===== src/rtl/word_src.sv =====
// Burst word source: valid/ready stream of 32-bit words with LFSR upper bits and a policy-driven a[0].
// Also reports the odd/even counts of words accepted in the current burst.
module word_src #(
   parameter logic [31:0] SEED = 32'h0000_0001,
   parameter logic [31:0] TAPS = 32'h8020_0003
) (
   input  logic        clk,
   input  logic        rst,
   input  logic        start,
   input  logic [1:0]  mode,
   input  logic [7:0]  burst_len,
   output logic [31:0] a,
   output logic        a_valid,
   input  logic        a_ready,
   output logic        busy,
   output logic        done,
   output logic [7:0]  odd_cnt,
   output logic [7:0]  even_cnt
);

   typedef enum logic [1:0] {S_IDLE, S_RUN, S_DONE} state_t;

   state_t      state_q, state_d;
   logic [31:0] lfsr_q, lfsr_d;
   logic        phase_q, phase_d;
   logic [7:0]  rem_q, rem_d;
   logic [1:0]  mode_q, mode_d;
   logic [7:0]  odd_q, odd_d;
   logic [7:0]  even_q, even_d;
   logic        bit0;
   logic        hs;

   always_ff @(posedge clk) begin
      // NOTE: non-blocking assignments keep every register sampling pre-edge values, regardless of statement order.
      if (!rst) begin
         state_q <= S_IDLE;
         lfsr_q  <= SEED;
         phase_q <= 1'b1;
         rem_q   <= 8'd0;
         mode_q  <= 2'd0;
         odd_q   <= 8'd0;
         even_q  <= 8'd0;
      end else begin
         state_q <= state_d;
         lfsr_q  <= lfsr_d;
         phase_q <= phase_d;
         rem_q   <= rem_d;
         mode_q  <= mode_d;
         odd_q   <= odd_d;
         even_q  <= even_d;
      end
   end

   always_comb begin
      // NOTE: default first so every path assigns state_d and no latch is inferred.
      state_d = state_q;
      unique case (state_q)
         S_IDLE: if (start) state_d = (burst_len != 8'd0) ? S_RUN : S_DONE;
         S_RUN:  if (hs && rem_q == 8'd1) state_d = S_DONE;
         S_DONE: state_d = S_IDLE;
         default: state_d = S_IDLE;
      endcase
   end

   always_comb begin
      a_valid = (state_q == S_RUN);
      busy    = (state_q != S_IDLE);
      done    = (state_q == S_DONE);
      hs      = a_valid && a_ready;
      unique case (mode_q)
         2'b00: bit0 = lfsr_q[0];
         2'b01: bit0 = 1'b1;
         2'b10: bit0 = 1'b0;
         default: bit0 = phase_q;
      endcase
      a        = a_valid ? {lfsr_q[31:1], bit0} : 32'd0;
      odd_cnt  = odd_q;
      even_cnt = even_q;
   end

   // Datapath only moves on an accepted start or a handshake, so backpressure freezes everything.
   always_comb begin
      lfsr_d  = lfsr_q;
      phase_d = phase_q;
      rem_d   = rem_q;
      mode_d  = mode_q;
      odd_d   = odd_q;
      even_d  = even_q;
      if (state_q == S_IDLE && start) begin
         mode_d  = mode;
         rem_d   = burst_len;
         phase_d = 1'b1;
         odd_d   = 8'd0;
         even_d  = 8'd0;
      end else if (hs) begin
         lfsr_d  = lfsr_q[0] ? ((lfsr_q >> 1) ^ TAPS) : (lfsr_q >> 1);
         phase_d = ~phase_q;
         rem_d   = rem_q - 8'd1;
         if (bit0) odd_d  = odd_q + 8'd1;
         else      even_d = even_q + 8'd1;
      end
   end

endmodule


===== config.mk =====
export PLATFORM = sky130hd
export DESIGN_NAME = word_src
export DESIGN_NICKNAME = d
export VERILOG_FILES = /design/src/rtl/word_src.sv
export SDC_FILE = /design/constraint.sdc
export NUM_CORES = 1
export LEC_CHECK = 0
export BUFFER_PORTS_ARGS = -buffer_cell sky130_fd_sc_hd__clkbuf_2
export CORE_ASPECT_RATIO = 0.9
export CORE_MARGIN = 1.5
export CORE_UTILIZATION = 35
export CTS_BUF_LIST = sky130_fd_sc_hd__clkbuf_4 sky130_fd_sc_hd__clkbuf_8
export DETAILED_ROUTE_END_ITERATION = 6
export SLEW_MARGIN = 10
export SYNTH_ARGS = -nofsm -noshare
export SYNTH_HDL_FRONTEND = slang
export SYNTH_SLANG_ARGS = --single-unit
export TNS_END_PERCENT = 1

===== constraint.sdc =====
create_clock -name clk -period 2.74 [get_ports clk]
set_clock_uncertainty 0.05 [all_clocks]
set_input_delay 0.548 -clock clk [delete_from_list [all_inputs] [get_ports clk]]
set_output_delay 0.548 -clock clk [all_outputs]
set_load 0.005 [all_outputs]

; ---- Word level (Yosys, flattened, before mapping)
; Cells that the tools add are included.
[op_classes]
n_mux = 9
n_shift = 0
addsub = 3
bitwise = 5
order_cmp = 0
reduce_logical = 13
n_eq_ne = 7
mul = 0
div = 0
[op_table]
columns = cell, count
row1 = $mux W32, 2
row2 = $add A8 B1 Y8 const B, 2
row3 = $mux W8, 2
row4 = $eq A8 B1 Y1 const B, 1
row5 = $reduce_and A2 Y1, 4
row6 = $reduce_bool A8 Y1, 1
row7 = $sub A8 B1 Y8 const B, 1
row8 = $mux W2, 3
row9 = $eq A2 B1 Y1 const B, 2
row10 = $eq A2 B2 Y1 const B, 2
row11 = $logic_not A2 Y1, 2
row12 = $not A1 Y1, 4
row13 = $not A3 Y4, 1
row14 = $pmux W2 S2, 1
row15 = $reduce_bool A2 Y1, 2
row16 = $logic_and A1 B1 Y1, 3
row17 = $pmux W1 S3, 1
row18 = $ne A2 B1 Y1 const B, 1
row19 = $ne A2 B2 Y1 const B, 1
row20 = $reduce_or A2 Y1, 1
[word_totals]
reg_bits = 61
n_memories = 0
romBits = 0
word_cells = 44
out_inout_bits = 51
mem_bits_rw = 0
latch_bits = 0

; ---- Longest topological paths before layout
; Gate-level depths: netlist of the first run.
[logic_depth]
word_depth = 5
ltp_mapped = 6
depth_no_buf = 6

; ---- Worst setup path before layout of the first run
; No wires, ideal clock.
[synth_timing]
path_type = reg2out
from = register phase_q
to = output a[0]
path_stages_with_launch = 5
required_time_ns = 2.142
setup_slack_ns = 1.058
arrival_ns = 1.084
cell_sequence = dfxtp_1 > nand2b_1 > a21oi_2 > clkbuf_1 > nor2_1
[synth_via]
elab_chain_len = 2
[synth_rtl]
columns = element, line_no
row1 = "start, declared", 25  ; logic phase_q, phase_d;
row2 = "start signal, assigned", 46  ; phase_q <= phase_d;
row3 = $pmux W1 S3, 70  ; unique case (mode_q)
row4 = $mux W32, 76  ; a = a_valid ? {lfsr_q[31:1], bit0} : 32'd0;
row5 = "end, declared", 12  ; output logic [31:0] a,
; No other way between the ends.

; ---- Worst setup path after layout of the first run
[layout_timing]
from = register lfsr_q[0]
to = output a[0]
[layout_via]
elab_chain_len = 2
[layout_rtl]
columns = element, line_no
row1 = "start, declared", 24  ; logic [31:0] lfsr_q, lfsr_d;
row2 = "start signal, assigned", 45  ; lfsr_q <= lfsr_d;
row3 = $pmux W1 S3, 70
row4 = $mux W32, 76
; No other way between the ends.

==> results of run 1 <==
[worst paths after layout]
path,end,slack (ns),cells past startpoint
worst max-delay path,a[0],0.49,4
worst max register to register,odd_cnt[7],0.80,5
worst min register to register,lfsr_q[25],0.41,2
worst min-delay path,mode_q[1],0.40,3
[per-layer routing]
metal  track usage  part of all wire
met4        0.0514             0.012
met3        0.0439             0.043
met5             0                 0
met1         0.208              0.49
met2         0.248              0.46
[per-stage QoR]
| step | setup WS (ns) | cells | instance area, um^2 |
|---|---|---|---|
| 4_1_cts | 0.458 | 511 | 3450 |
| 3_3_place_gp | 0.817 | 495 | 3190 |
| 3_5_place_dp | 0.784 | 495 | 3190 |
| 2_1_floorplan | 1.06 | 349 | 2790 |
| 5_1_grt | 0.340 | 511 | 3450 |
| 6_report | 0.487 | 511 | 3450 |
[registers in the layout, indices dropped and copies added, names as in the netlist]
name / flops
lfsr_q: 32
even_cnt: 8
odd_cnt: 8
rem_q: 8
mode_q: 2
state_q: 2
phase_q: 1
[critical path, cell delays in order, from the launching register on]
cell and delay [ns]:
dfxtp_1 0.37, and2b_2 0.27, a21oi_2 0.45, nor2_1 0.10
clkbuf_2 0.13
[layout by cell type (no fill, tap or decap), types with 2 or more instances in the layout]
cell type  instances
nand4_1            4
a211oi_1           2
buf_4              6
or3_1              8
bufinv_16          3
ha_1               4
o21a_1             2
dfxtp_1           61
inv_1              6
nor2_1            21
nand3_1            6
a21oi_1           50
o211ai_1           2
nand3b_1           2
a2111oi_2          2
mux2i_1            2
nand2b_1           3
nand2_1           69
clkbuf_8          12
clkbuf_2          64
o31ai_1            6
o21ai_0            8
a221oi_1           2
or4_1              8
xnor2_1            6
and2_1            33
a22oi_1            2
[synth_stat cells (5+ instances only)]
master / count
nand3_1: 6
inv_1: 6
o31ai_1: 6
xnor2_1: 6
nor2_1: 21
nand2_1: 69
buf_2: 5
a21oi_1: 50
and2_1: 33
o21ai_0: 8
or4_1: 8
or3_1: 8
clkbuf_1: 10
dfxtp_1: 61
buf_1: 5
[power by group through the flow]
stage	combinational, mW	sequential (mW)	clock (mW)
2_1_floorplan	0.138	0.947	0
3_3_place_gp	0.193	0.953	0
3_5_place_dp	0.194	0.954	0
4_1_cts	0.195	0.934	1.06
5_1_grt	0.218	0.938	1.10
6_report	0.194	0.934	1.04
[final cells by class]
cell class	instances	area, um^2	share of cell area
Tap cell	96	120	0.0348
Timing Repair Buffer	70	365	0.106
Multi-Input combinational cell	261	1460	0.422
Clock buffer	13	173	0.0500
Inverter	7	26.3	0.00761
Clock inverter	3	90.1	0.0261
Sequential cell	61	1220	0.353
[cell families (layout without fill, tap and decap cells)]
group,count (synthesis),in the layout
AND/OR/NAND/NOR,166,166
AO/OA/AOI/OAI,83,83
flip-flops,61,61
buffers and inverters,27,93
XOR/XNOR,6,6
adder cells (fa/ha/maj),4,4
multiplexers,2,2
==> impl_metrics.yaml, run 1 <==
route:
  drc: 0
  first_pass_iters: 6
  wl_per_cell_um: 12.9
  post_drt_via_cell_ratio: 5.07
  routed_wl_mm: 6.57
  drt-initial-drc-count: 100
  postRouteAntennaNets: 0
  vias: 2589
global_route:
  grt_pass1_wl_mm: 10.8
  grt_max_degree: 39
  grt_pass1_vias: 2236
  antenna_found_initial: 0
  grt.total_usage: 0.157
  grt_overflow_total: 0
power_and_ir_drop:
  leakage_nw: 1.35
  power_frac_comb: 0.090
  finalPower_mw: 2.17
  power.share.switching: 0.231
  seq_power_share: 0.431
  internal-power_mw: 1.67
  ir_worst_vdd_uv: 243
  p_per_area_nw_per_um2: 627
  p_sw_mw: 0.500
  power.share.clock: 0.479
yosys:
  syn-cell-area_um2: 2790
  yosysSeqAreaShare: 0.438
  synth-compound-area-share: 0.181
  synth_fa_ha_area_frac: 0.0180
  synthSimpleGateAreaFrac: 0.298
  ys_ff_latch: 61
  yosys_warnings: 0
  synth_top_area_share: 0.438
  synth_edf_count: 0
  yosysUniqueCellTypes: 46
  syn_avg_cell_area_um2: 7.99
  syn-num-nets: 367
  async_flop_share: 0
  synthTopCellsByArea: "dfxtp_1 44%, nand2_1 9.3%, a21oi_1 9.0%"
  yosys.area.top_type: "dfxtp_1"
  netlist_instances: 349
  synth_top_family_by_area: "simple AND/OR/NAND/NOR gates"
  synth_xor_area_frac: 0.0189
  synth.area.mux_share: 0.00718
  ys.flop_type: "dfxtp_1"
floorplan:
  die_h_um: 87.7
  core_area_um2: 7620
  pin_count: 65
  rows: 30
  start_util: 0.366
  die_area_um2: 8510
  die_w_um: 97.1
clocking:
  clock_sinks: 61
  cts_tree: "yes"
  cts_root_buf: "clkbuf_8"
  clk-insertion-delay-late_ns: 0.34
  clockBufferDepth: 2
  cts_resized: 0
  htreeDepth: 3
  post_cts_buffers: 0
  cts.hold.buffers_added: 0
  cts_made_buffers: 9
  cts.clk_slew.worst_paths_ns: 0.06
timing:
  tightest_slew_ns: 0.570
  drv_slew: 0
  slew_headroom: 0.620
  fin_crit_sh: 0.822
  period_needed_ns: 2.25
  fmax_ghz: 0.444
  setup_viol: 0
  hold_violations: 0
  rsz0062_at_grt: "no"
  setup_tns_ns: 0
  fin_hold_ws_ns: 0.397
setup_path:
  crit_type: "flop to primary output"
  end_kind: "primary output"
  crit_start: "lfsr_q[0]"
  cp-start-kind: "flop"
  timing.rr.start: "state_q[0]"
  path_max_fanout: 15
  crit_required_ns: 2.14
  arrival_ns: 1.65
job:
  drv_cap: 0
finish:
  syn_to_final_growth_pct: 23.9
  final_core_util: 0.453
  diodes: 0
  nets: 428
  nFillCells: 777
  layout-drive-gt1-share: 0.224
worst_hold_path:
  hold_path_class: "input pin to flop"
  hp-start: "mode[1]"
run_status:
  status: "completed"
placement:
  dp_hpwl_mm: 4.49
  gp_congestion: 0.778
  port_buffers: 64
(Power assumes the default switching activity.)
==> inputs of run 2 (changes only) <==
==> constraint.sdc (replaced) <==
create_clock -name clk -period 2.2 [get_ports clk]
set_clock_uncertainty 0.05 [all_clocks]
set_input_delay 0.44 -clock clk [delete_from_list [all_inputs] [get_ports clk]]
set_output_delay 0.44 -clock clk [all_outputs]
set_load 0.005 [all_outputs]
==> run 2 against run 1 <==
Register-to-register slack got worse by 0.32 ns. Sequential power rose by 24%. Global-route usage rose by 0.18 points. Sequential cell count did not move. Setup slack got worse by 0.35 ns. Power rose by 11%. First-iteration DRC count fell by 9.0%. Highest routed layer unchanged.
==> impl_metrics.yaml, run 2 (synthesis gave the netlist of run 1 again) <==
run_status:
  status: "completed"
route:
  drc: 0
  postRouteAntennaNets: 0
  first_pass_iters: 4
  wl_per_cell_um: 12.6
  post_drt_via_cell_ratio: 4.98
  vias: 2554
  drt-initial-drc-count: 91
  routed_wl_mm: 6.45
worst_hold_path:
  hp-start: "mode[0]"
  hold_path_depth: 3
  hold_path_class: "input pin to flop"
power_and_ir_drop:
  internal-power_mw: 1.75
  leakage_nw: 1.32
  ir_worst_vdd_uv: 374
  seq_power_share: 0.486
  power.share.clock: 0.412
  power.share.switching: 0.267
  p_per_area_nw_per_um2: 702
  p_sw_mw: 0.640
  power_frac_comb: 0.102
  finalPower_mw: 2.39
floorplan:
  die_area_um2: 8510
  die_h_um: 87.7
  core_area_um2: 7620
  start_util: 0.366
  die_w_um: 97.1
  rows: 30
  pin_count: 65
global_route:
  grt_pass1_vias: 2249
  grt_max_degree: 40
  grt_overflow_total: 0
  antenna_found_initial: 0
  grt.total_usage: 0.158
  grt_pass1_wl_mm: 10.9
setup_path:
  path_max_fanout: 32
  crit_path_end: "a[27]"
  crit_start: "state_q[1]"
  timing.rr.start: "state_q[1]"
  arrival_ns: 1.58
  r2r_setup_slack_ns: 0.48
  reg2reg_depth: 6
  r2r-end: "rem_q[0]"
  end_kind: "primary output"
  crit_type: "flop to primary output"
  cp-start-kind: "flop"
  crit_required_ns: 1.71
timing:
  setup_viol: 0
  rsz0062_at_grt: "no"
  hold_violations: 0
  fmax_ghz: 0.484
  setup_tns_ns: 0
  fin_hold_ws_ns: 0.272
  fin_crit_sh: 0.939
  period_needed_ns: 2.07
  tightest_slew_ns: 0.442
  drv_slew: 0
  slew_headroom: 0.705
clocking:
  cts_made_buffers: 9
  cts.clk_slew.worst_paths_ns: 0.07
  clockBufferDepth: 2
  htreeDepth: 3
  cts_tree: "yes"
  clk-insertion-delay-late_ns: 0.35
  post_cts_buffers: 0
  clock_sinks: 61
  cts_root_buf: "clkbuf_8"
finish:
  largest_register: "lfsr_q"
  nets: 430
  multiInputGateArea_um2: 1470
  final_common_cell: "nand2_1"
  layout.cells.non_filler: 513
  largest_register_ffs: 32
  layout-drive-gt1-share: 0.230
  syn_to_final_growth_pct: 22.4
  diodes: 0
  nFillCells: 793
  final_cell_area_um2: 3410
  final_cell_mix: "69 x nand2_1, 64 x clkbuf_2, 60 x dfxtp_1, 50 x a21oi_1, 33 x and2_1"
  seq_area_um2: 1220
job:
  drv_cap: 0
placement:
  gp_congestion: 0.819
  dpl.cell_count: 497
  dp_hpwl_mm: 4.48
  port_buffers: 64
  placed_cell_area_um2: 3210
[run 2: critical path, stage by stage (launching register included)]
cell and delay, ns:
dfxtp_1 0.45, nand2b_1 0.21, inv_2 0.06, buf_4 0.21, and2_1 0.19, clkbuf_2 0.11
[run 2: layer usage]
metal | vias to the layer above | share of wire | GRT usage
li1 | 1327 | - | -
met1 | 1168 | 0.50 | 0.210
met2 | 50 | 0.44 | 0.245
met3 | 9 | 0.042 | 0.0487
met4 | 0 | 0.014 | 0.0593
met5 | - | 0 | 0
[run 2: worst min-delay path by stage]
stage	endpoint	slack, ns
6_report	mode_q[0]	0.27
5_1_grt	mode_q[0]	0.26
4_1_cts	mode_q[0]	0.27
3_5_place_dp	lfsr_q[26]	0.41
3_3_place_gp	lfsr_q[27]	0.40
2_1_floorplan	lfsr_q[10]	0.39
[run 2: layout make-up]
class | count | area share
clock buffers | 10 | 0.0385
inverters | 7 | 0.00770
multi-input cells | 261 | 0.430
well taps | 96 | 0.0352
repair buffers | 72 | 0.112
clock inverters | 6 | 0.0187
flip-flops and latches | 61 | 0.358
[run 2: per-stage QoR]
| stage | util | setup slack [ns] |
|---|---|---|
| finish | 0.448 | 0.134 |
| global route | 0.448 | 0.00621 |
| CTS | 0.446 | 0.0443 |
| detailed placement | 0.421 | 0.380 |
| global placement | 0.421 | 0.419 |
| floorplan | - | 0.626 |
[run 2: power groups by stage]
stage	combinational [mW]	sequential, mW	clock, mW
final	0.243	1.16	0.987
after global routing	0.275	1.17	1.06
after CTS	0.244	1.16	1.01
after detailed placement	0.244	1.19	0
after global placement	0.241	1.19	0
after floorplan	0.171	1.18	0
[run 2: what timing repair did]
| action | in CTS | in global routing |
|---|---|---|
| gates resized for setup | 0 | 2 |
| hold buffers | 0 | 0 |
| setup endpoints to repair | 0 | 32 |
